$ cat src/rtl/rr_mem_arbiter.sv
// rr_mem_arbiter: round-robin sharing of one data-memory port among cores.
// One transaction in flight; read data returned in per-core registered slots.
module rr_mem_arbiter #(
    parameter int WIDTH      = 32,
    parameter int CORE_NUM   = 4,
    parameter int RD_LATENCY = 2
) (
    input  logic                      clk,
    input  logic                      rst_n,
    input  logic [CORE_NUM-1:0]       request,
    input  logic [CORE_NUM-1:0]       wren_core,
    input  logic [CORE_NUM*WIDTH-1:0] address_in,
    input  logic [CORE_NUM*WIDTH-1:0] data_in,
    output logic [CORE_NUM*WIDTH-1:0] data_out,
    output logic [CORE_NUM-1:0]       response,
    output logic [WIDTH-1:0]          address,
    output logic [WIDTH-1:0]          data_write,
    output logic                      wren,
    input  logic [WIDTH-1:0]          data_read,
    output logic                      busy
);

    localparam int PW = $clog2(CORE_NUM);
    localparam int CW = $clog2(RD_LATENCY + 1);
    localparam logic [CORE_NUM-1:0] ONE = CORE_NUM'(1);

    typedef enum logic [1:0] {
        IDLE,
        ISSUE,
        WAIT,
        RESP
    } state_t;

    state_t              state;
    logic [PW-1:0]       ptr;
    logic [PW-1:0]       cur;
    logic [CORE_NUM-1:0] mask;
    logic [CW-1:0]       cnt;

    logic [CORE_NUM-1:0] eligible;
    logic [PW-1:0]       gnt_idx;
    logic                gnt_found;
    logic [PW:0]         k;
    logic [PW-1:0]       ptr_next;

    // Rotating scan from ptr picks the first eligible requester.
    always_comb begin
        eligible  = request & ~mask;
        gnt_found = 1'b0;
        gnt_idx   = '0;
        k         = '0;
        for (int i = 0; i < CORE_NUM; i++) begin
            k = {1'b0, ptr} + (PW+1)'(i);
            if (k >= (PW+1)'(CORE_NUM)) begin
                k = k - (PW+1)'(CORE_NUM);
            end
            if (!gnt_found && eligible[k[PW-1:0]]) begin
                gnt_found = 1'b1;
                gnt_idx   = k[PW-1:0];
            end
        end
    end

    // Priority moves to the core after the one just served.
    always_comb begin
        if (cur == PW'(CORE_NUM - 1)) begin
            ptr_next = '0;
        end else begin
            ptr_next = cur + PW'(1);
        end
    end

    // Transaction FSM; all memory and core outputs are registered here.
    always_ff @(posedge clk or negedge rst_n) begin
        if (!rst_n) begin
            state      <= IDLE;
            ptr        <= '0;
            cur        <= '0;
            mask       <= '0;
            cnt        <= '0;
            address    <= '0;
            data_write <= '0;
            wren       <= 1'b0;
            response   <= '0;
            busy       <= 1'b0;
            data_out   <= '0;
        end else begin
            unique case (state)
                IDLE: begin
                    mask <= '0;
                    if (gnt_found) begin
                        cur        <= gnt_idx;
                        address    <= address_in[gnt_idx*WIDTH +: WIDTH];
                        data_write <= data_in[gnt_idx*WIDTH +: WIDTH];
                        wren       <= wren_core[gnt_idx];
                        busy       <= 1'b1;
                        state      <= ISSUE;
                    end
                end
                ISSUE: begin
                    wren <= 1'b0;
                    if (wren) begin
                        response <= ONE << cur;
                        state    <= RESP;
                    end else begin
                        cnt   <= CW'(RD_LATENCY);
                        state <= WAIT;
                    end
                end
                WAIT: begin
                    cnt <= cnt - CW'(1);
                    if (cnt == CW'(1)) begin
                        data_out[cur*WIDTH +: WIDTH] <= data_read;
                        response <= ONE << cur;
                        state    <= RESP;
                    end
                end
                RESP: begin
                    response <= '0;
                    ptr      <= ptr_next;
                    mask     <= ONE << cur;
                    busy     <= 1'b0;
                    state    <= IDLE;
                end
                default: begin
                    state <= IDLE;
                end
            endcase
        end
    end

endmodule

$ cat config.mk
export PLATFORM = sky130hd
export DESIGN_NAME = rr_mem_arbiter
export DESIGN_NICKNAME = d
export VERILOG_FILES = /design/src/rtl/rr_mem_arbiter.sv
export SDC_FILE = /design/constraint.sdc
export NUM_CORES = 1
export LEC_CHECK = 0
export CAP_MARGIN = 20
export CORE_AREA = 2 2 192 194
export CTS_BUF_LIST = sky130_fd_sc_hd__clkbuf_8
export CTS_CLUSTER_SIZE = 14
export DETAILED_ROUTE_END_ITERATION = 7
export DIE_AREA = 0 0 194 196
export PLACE_DENSITY = 0.72
export SLEW_MARGIN = 25
export SYNTH_ARGS = -nofsm -noshare
export SYNTH_HDL_FRONTEND = slang
export SYNTH_SLANG_ARGS = --single-unit
$ cat constraint.sdc
create_clock -name clk -period 2.15 [get_ports clk]
set_clock_uncertainty 0.1 [all_clocks]
set_input_delay 0.215 -clock clk [delete_from_list [all_inputs] [get_ports clk]]
set_output_delay 0.215 -clock clk [all_outputs]
set_load 0.03 [all_outputs]
==> key figures, run 1 <==
Synthesis
  – Synth cell types: 43
  – Synth warn: 0
  – Dominant cell by count in the synthesized netlist: dfrtp_1
  – Mean post-synth cell area: 11.5 um^2
  – Synth area leader: dfrtp_1
  – Number of synthesized flops with an enable pin: 0
  – Syn Inst Count: 852
  – Synth area leaders: dfrtp_1, a22o_1, mux2i_1, a2111oi_0, a211oi_1
  – Top post-synthesis cells by count: dfrtp_1, a22o_1, nor2_1
  – Async SR Flop Fraction: 1.00
  – Seq/Total Area, Yosys: 0.536
  – Cell Area, Synth: 0.00981 mm^2
  – Main synth FF type: dfrtp_1
  – Synth top area share: 0.536
  – Syn_nets: 1164
  – Synthesized flop and latch total: 210

GRT
  – Largest net degree at the start of global routing: 66
  – GRT Resource Usage Total: 0.196
  – Vias in the first global route: about 10000
  – Grt ovf: 0
  – Number of antenna violations at the first check in global routing: 1
  – First-pass GRT wire length: 58700 um

Clock tree
  – CTS H-tree lvls: 2
  – Total CTS buffers: 39
  – Reg clk slew, reported paths: around 0.06 ns
  – TritonCTS clock tree: built
  – Clk_lat worst skew: roughly 0.53 ns
  – CTS max path bufs: 3
  – Root buffer cell: clkbuf_8
  – TritonCTS sink count: 210

Finish
  – Fraction of layout cells with a size suffix above 1: 0.155
  – Fillers: 3238
  – FF/Latch Area: ~0.0053 mm^2
  – Nets: roughly 1700
  – Final Core Density: 0.481
  – Post-Layout Inst Area: 0.0174 mm^2
  – Area of the multi-input gates: 0.00480 mm^2
  – Area grow syn2layout: 76.9%

Route
  – Antenna-violating nets left: 0
  – Routed vias: 9702
  – Initial DRC Count: 529
  – Routed WL per cell: 21.6 um
  – Avg Vias per Cell: approximately 5.2
  – Final wirelength: 40600 um
  – TritonRoute pass-1 iters: 5
  – Drt drc: 0

STA
  – Crit share post-route: 1.04
  – Final Hold Viols: 0
  – Max-slew violations: 0
  – Final setup fails: 6
  – Slew HR: 0.687
  – Setup ws final: -0.0870 ns
  – Pin slew with the least headroom to its limit: 0.470 ns
  – RSZ-0062 raised after global routing: yes
  – F_max: 447 MHz
  – Final min period: 2.24 ns

Placed design
  – Placed cell area: between 0.015 and 0.02 mm^2
  – Hpwl dp: 29200 um
  – # port buffers: 495
  – Final Wtd Congestion: 0.884
  – Worst slack at placement: -0.398 ns

Power
  – Maximum vdd ir drop: 0.670 mV
  – Power density cells: 1290 mW/mm^2
  – Leakage: 0.00737 uW
  – Total power: 22400 uW

Floorplan
  – DIE HEIGHT: between 150 and 200 um
  – Chip Width: 194 um
  – Starting density of the core: 0.272
  – Placement row count: 70
  – Die area: about 0.038 mm^2
  – I/O pin total: 496
  – Core footprint: 0.0361 mm^2

Critical path
  – RR Endpoint: data_write[9]$_DFFE_PN0P_
  – Reg2Reg Launch Point: mask[2]$_DFFE_PN0P_
  – Largest stage delay on the critical path: 0.41 ns
  – Critical path, cell by cell: or3b_4, o311ai_4, buf_6, nand2_8, buf_8, buf_4, mux2i_1, a211oi_1
  – Critical path class: register to register
  – Worst Setup SP: mask[2]$_DFFE_PN0P_
  – CP Data Required Time: ~2.5 ns
  – Crit-path slowest cell: dfrtp_1
  – Top fanout value on the critical path: 15
  – Cell count of the worst reg-to-reg path: 8
  – R2R setup slack: -0.09 ns
  – CP Capture Type: register
  – Worst setup SP type: register
  – Data arrival, critical path: 2.55 ns

Worst hold path
  – Worst hold path class: input port to asynchronous set/reset pin

Run status
  – Status: finished, violations left
  – Failing checks: setup timing

Flow run
  – Max_cap viols: 0
[metrics by stage]
stage | TNS, ns | std cells | hold WS [ns]
2_1_floorplan | 0 | 852 | -0.181
3_3_place_gp | -17.06 | 1802 | 0.0978
3_5_place_dp | -19.07 | 1802 | 0.100
4_1_cts | -0.0114 | 1877 | 0.0862
5_1_grt | -3.00 | 1881 | 0.120
6_report | -0.207 | 1881 | 0.107
[flip-flops by register name (all words and copies together) (netlist names)]
signal / count
address: 32
wren: 1
data_out: 128
data_write: 32
cur: 2
busy: 1
state: 2
response: 4
ptr: 2
mask: 4
cnt: 2
[worst max path at each step]
stage	endpoint	cells past startpoint
final	data_write[9]$_DFFE_PN0P_	8
after global routing	data_write[9]$_DFFE_PN0P_	8
after CTS	data_write[28]$_DFFE_PN0P_	8
after detailed placement	data_write[13]$_DFFE_PN0P_	7
after global placement	data_write[16]$_DFFE_PN0P_	8
after floorplan	data_out[100]$_DFFE_PN0P_	5
[routing by layer]
metal,track usage,routed length [um]
met1,0.237,15600
met2,0.332,20400
met3,0.0590,3420
met4,0.0668,1240
met5,0,0
[placed cells by master (no fill, tap or decap), types with 3 or more instances in the layout]
master	n
buf_4	47
a2111oi_4	12
buf_6	6
nand3b_1	4
buf_12	16
a21oi_1	3
dfrtp_1	210
and3_1	65
buf_8	3
a211oi_2	9
nand2_1	17
o21ai_0	15
ha_1	14
nand2b_1	5
inv_1	22
nor2b_1	3
clkinv_2	8
a211oi_1	56
nor2_1	71
a2111oi_2	44
a2111oi_1	8
mux2i_1	64
clkdlybuf4s50_1	493
clkbuf_8	48
a22o_1	128
nand3_1	4
[worst max-delay path: cells and delay by family, from the launching register on]
family | cells | cell delay (ns)
AOI/OAI and AO/OA | 2 | 0.41
buffers and inverters | 3 | 0.54
DFF | 1 | 0.41
muxes | 1 | 0.13
and+or+nand+nor | 2 | 0.52
[timing repair]
| item | CTS | global route |
|---|---|---|
| hold buffers | 1 | 0 |
| endpoints found under the setup margin | 57 | 66 |
| cloned | 1 | 2 |
| hold endpoints to repair | 210 | 0 |
| setup buffers | 3 | 1 |
| resized for setup | 40 | 116 |
| pin swaps | 2 | 9 |
[report_power, final]
part	switching, uW	total, uW	internal, uW
clock	1710	3940	2230
combinational	7110	12600	5480
sequential	744	5900	5150
[layout make-up]
class                      count  share of cell area
tap                          468              0.0337
antenna                        1            0.000144
timing repair buffer         572               0.338
clock inverter                23             0.00908
sequential                   210               0.303
clock buffer                  47              0.0373
inverter                      11             0.00238
multi-input combinational    549               0.276
[cells by family (layout without fill, tap and decap cells)]
family	count (synthesis)	after routing	synth area share
compound gates	285	285	0.240
simple gates	183	183	0.0966
flops	210	210	0.536
mux	67	67	0.0686
buf+inv	93	653	0.0413
fa+ha+maj	14	14	0.0179
other cells	0	1	0
(Power assumes the default switching activity.)
==> run 2: changes to the inputs <==
--- a/config.mk
+++ b/config.mk
@@ -11,7 +11,7 @@
 export CTS_CLUSTER_SIZE = 14
 export DETAILED_ROUTE_END_ITERATION = 7
 export DIE_AREA = 0 0 194 196
-export PLACE_DENSITY = 0.72
+export PLACE_DENSITY = 0.63
 export SLEW_MARGIN = 25
 export SYNTH_ARGS = -nofsm -noshare
 export SYNTH_HDL_FRONTEND = slang
==> constraint.sdc (replaced) <==
create_clock -name clk -period 2.2 [get_ports clk]
set_clock_uncertainty 0.1 [all_clocks]
set_input_delay 0.22 -clock clk [delete_from_list [all_inputs] [get_ports clk]]
set_output_delay 0.22 -clock clk [all_outputs]
set_load 0.03 [all_outputs]
==> run 2 against run 1 <==
  * The run still ends with setup timing left
  * Via count rose by 0.88%
  * Critical path depth unchanged
  * Largest power group unchanged
  * Total power fell by 1.6%
  * Die area unchanged
==> key figures, run 2 (same netlist as run 1, synthesis figures left out) <==
Floorplan
  – Die area: 0.0380 mm^2 (unchanged)
  – Core footprint: 0.0361 mm^2 (unchanged)
  – DIE HEIGHT: 196 um (unchanged)
  – Chip Width: 194 um (unchanged)
  – I/O pin total: 496 (unchanged)
  – Placement row count: 70 (unchanged)
  – Starting density of the core: 0.272 (unchanged)

Route
  – Initial DRC Count: 471 (was 529)
  – Antenna-violating nets left: 0 (unchanged)
  – TritonRoute pass-1 iters: 4 (was 5)
  – Routed WL per cell: 22.2 um (was 21.6 um)
  – Avg Vias per Cell: 5.15 (was 5.16)
  – Drt drc: 0 (unchanged)
  – Final wirelength: 42200 um (was 40600 um)
  – Routed vias: 9787 (was 9702)

Critical path
  – CP Data Required Time: 2.54 ns (was 2.46 ns)
  – Critical path, cell by cell: or3b_4, o311ai_4, buf_6, buf_6, buf_4, and3_1, a2111oi_2, a211oi_1 (was or3b_4, o311ai_4, buf_6, nand2_8, buf_8, buf_4, mux2i_1, a211oi_1)
  – Worst setup SP type: register (unchanged)
  – Critical Path Most Common Cell: buf_6
  – Cell count of the worst reg-to-reg path: 8 (unchanged)
  – CP Capture Type: register (unchanged)
  – R2R setup slack: -0.02 ns (was -0.09 ns)
  – Critical path class: register to register (unchanged)
  – Worst path bufs/invs: 3 (unchanged)
  – Top fanout value on the critical path: 21 (was 15)
  – Data arrival, critical path: 2.56 ns (was 2.55 ns)
  – Reg2Reg Launch Point: ptr[0]$_DFFE_PN0P_ (was mask[2]$_DFFE_PN0P_)
  – Crit-path slowest cell: or3b_4 (was dfrtp_1)
  – Crit-path leading delay family: buffers and inverters (unchanged)
  – Largest stage delay on the critical path: 0.42 ns (was 0.41 ns)
  – RR Endpoint: data_write[0]$_DFFE_PN0P_ (was data_write[9]$_DFFE_PN0P_)
  – Critical path depth in cells: 8 (unchanged)

STA
  – Crit share post-route: 1.01 (was 1.04)
  – RSZ-0062 raised after global routing: yes (unchanged)
  – Max-slew violations: 0 (unchanged)
  – F_max: 450 MHz (was 447 MHz)
  – Final setup fails: 3 (was 6)
  – Setup Total Neg Slack: -0.0400 ns (was -0.207 ns)
  – Setup ws final: -0.0198 ns (was -0.0870 ns)
  – Slew HR: 0.586 (was 0.687)
  – Final Hold Viols: 0 (unchanged)
  – Final min period: 2.22 ns (was 2.24 ns)
  – Pin slew with the least headroom to its limit: 0.621 ns (was 0.470 ns)

Power
  – Maximum vdd ir drop: 0.611 mV (was 0.670 mV)
  – Sequential Power Share: 0.259 (was 0.263)
  – Clock power frac: 0.170 (was 0.176)
  – Combinational power share: 0.570 (was 0.562)
  – Leakage: 0.00743 uW (was 0.00737 uW)
  – Switching Share: 0.429 (was 0.426)
  – NetSw: 9460 uW (was 9560 uW)
  – Power density cells: 1270 mW/mm^2 (was 1290 mW/mm^2)
  – Int Power: 12600 uW (was 12900 uW)

GRT
  – Grt ovf: 0 (unchanged)
  – GRT Resource Usage Total: 0.203 (was 0.196)
  – First-pass GRT wire length: 60500 um (was 58700 um)
  – Number of antenna violations at the first check in global routing: 5 (was 1)
  – Vias in the first global route: 9988 (was 9791)
  – Largest net degree at the start of global routing: 63 (was 66)

Finish
  – Post-Layout Inst Area: 0.0174 mm^2 (about the same)
  – Regs by FF count: data_out: 128 flops, address: 32 flops, data_write: 32 flops (unchanged)
  – Most frequent cells in the layout: clkdlybuf4s50_1, dfrtp_1, a22o_1, nor2_1, and3_1 (unchanged)
  – Area grow syn2layout: 77.4% (was 76.9%)
  – Nets: 1715 (was 1695)
  – Fillers: 3349 (was 3238)
  – Most flop-heavy register: data_out (unchanged)
  – Max reg flops: 128 (unchanged)
  – Commonest non-fill, non-tap cell in the layout: clkdlybuf4s50_1 (unchanged)
  – Fraction of layout cells with a size suffix above 1: 0.160 (was 0.155)
  – Final Core Density: 0.482 (was 0.481)

Clock tree
  – CTS H-tree lvls: 2 (unchanged)
  – Total CTS buffers: 39 (unchanged)
  – Root buffer cell: clkbuf_8 (unchanged)
  – TritonCTS sink count: 210 (unchanged)
  – Clk_lat worst skew: 0.54 ns (was 0.53 ns)
  – CTS max path bufs: 3 (unchanged)
  – TritonCTS clock tree: built (unchanged)
  – Reg clk slew, reported paths: 0.06 ns (about the same)

Worst hold path
  – Worst hold path class: input port to asynchronous set/reset pin (unchanged)

Placed design
  – Final Wtd Congestion: 0.924 (was 0.884)
  – Placed cell area: 0.0159 mm^2 (was 0.0158 mm^2)
  – # port buffers: 495 (unchanged)
  – Hpwl dp: 30300 um (was 29200 um)

Flow run
  – Max_cap viols: 0 (unchanged)

Run status
  – Failing checks: setup timing (unchanged)
  – Status: finished, violations left (unchanged)
[run 2: cell types whose count changed in the layout (fill, tap and decap cells not counted), moves of 4 or more]
cell	previous run	this run
buf_6	6	10
a2111oi_4	12	6
a2111oi_1	8	15
buf_4	47	62
[run 2: power groups by stage]
stage / Combinational [uW] / Clock [uW] / Sequential [uW]
after floorplan: 3900 / 0 / 7750
after global placement: 11000 / 0 / 5720
after detailed placement: 11100 / 0 / 5760
after CTS: 11400 / 3880 / 5720
after global routing: 13300 / 4050 / 5870
final: 12600 / 3760 / 5720
[run 2: worst reg2reg max path, cell delays in order, from the launching register on]
cell and delay (ns):
dfrtp_1 0.40, or3b_4 0.42, o311ai_4 0.09, buf_6 0.19, buf_6 0.21, buf_4 0.21
and3_1 0.18, a2111oi_2 0.05, a211oi_1 0.28
[run 2: per-stage QoR]
stage	std cells	hold slack [ns]	setup WS [ns]	total power (uW)
finish	1901	0.171	-0.0198	22100
global route	1899	0.187	-0.112	23200
CTS	1886	0.164	0.000655	21000
detailed placement	1816	0.175	-0.430	16900
global placement	1816	0.178	-0.379	16700
floorplan	852	-0.176	0.0610	11600
[run 2: area by class of cell]
class	instances	area [um^2]	area share
sequential	210	5260	0.302
clock buffer	46	633	0.0364
multi-input combinational	550	4700	0.270
timing repair buffer	591	6050	0.348
clock inverter	21	130	0.00748
inverter	11	41.3	0.00237
tap	468	586	0.0337
antenna	4	10.0	0.000575
[run 2: repair_timing]
item / in CTS / in global routing
setup endpoints to repair: 54 / 63
hold buffers: 1 / 0
resized for setup: 39 / 100
endpoints found under the hold margin: 57 / 0
pin swaps: 2 / 5
setup buffers: 1 / 5
gates cloned: 1 / 6
[run 2: metal layers]
| layer | wire length [um] | global-route usage | part of all wire |
|---|---|---|---|
| met3 | 3230 | 0.0511 | 0.077 |
| met2 | 20700 | 0.339 | 0.49 |
| met1 | 17000 | 0.256 | 0.40 |
| met4 | 1240 | 0.0744 | 0.029 |
| met5 | 11 | 0 | 0.00026 |
[run 2: how the worst max path moves through the flow]
stage	from	to	slack [ns]
2_1_floorplan	cur[0]$_DFFE_PN0P_	data_out[100]$_DFFE_PN0P_	0.06
3_3_place_gp	request[1]	data_write[21]$_DFFE_PN0P_	-0.38
3_5_place_dp	request[1]	address[15]$_DFFE_PN0P_	-0.43
6_report	ptr[0]$_DFFE_PN0P_	data_write[0]$_DFFE_PN0P_	-0.02
5_1_grt	ptr[0]$_DFFE_PN0P_	data_write[5]$_DFFE_PN0P_	-0.11
4_1_cts	ptr[0]$_DFFE_PN0P_	data_write[21]$_DFFE_PN0P_	0.0007
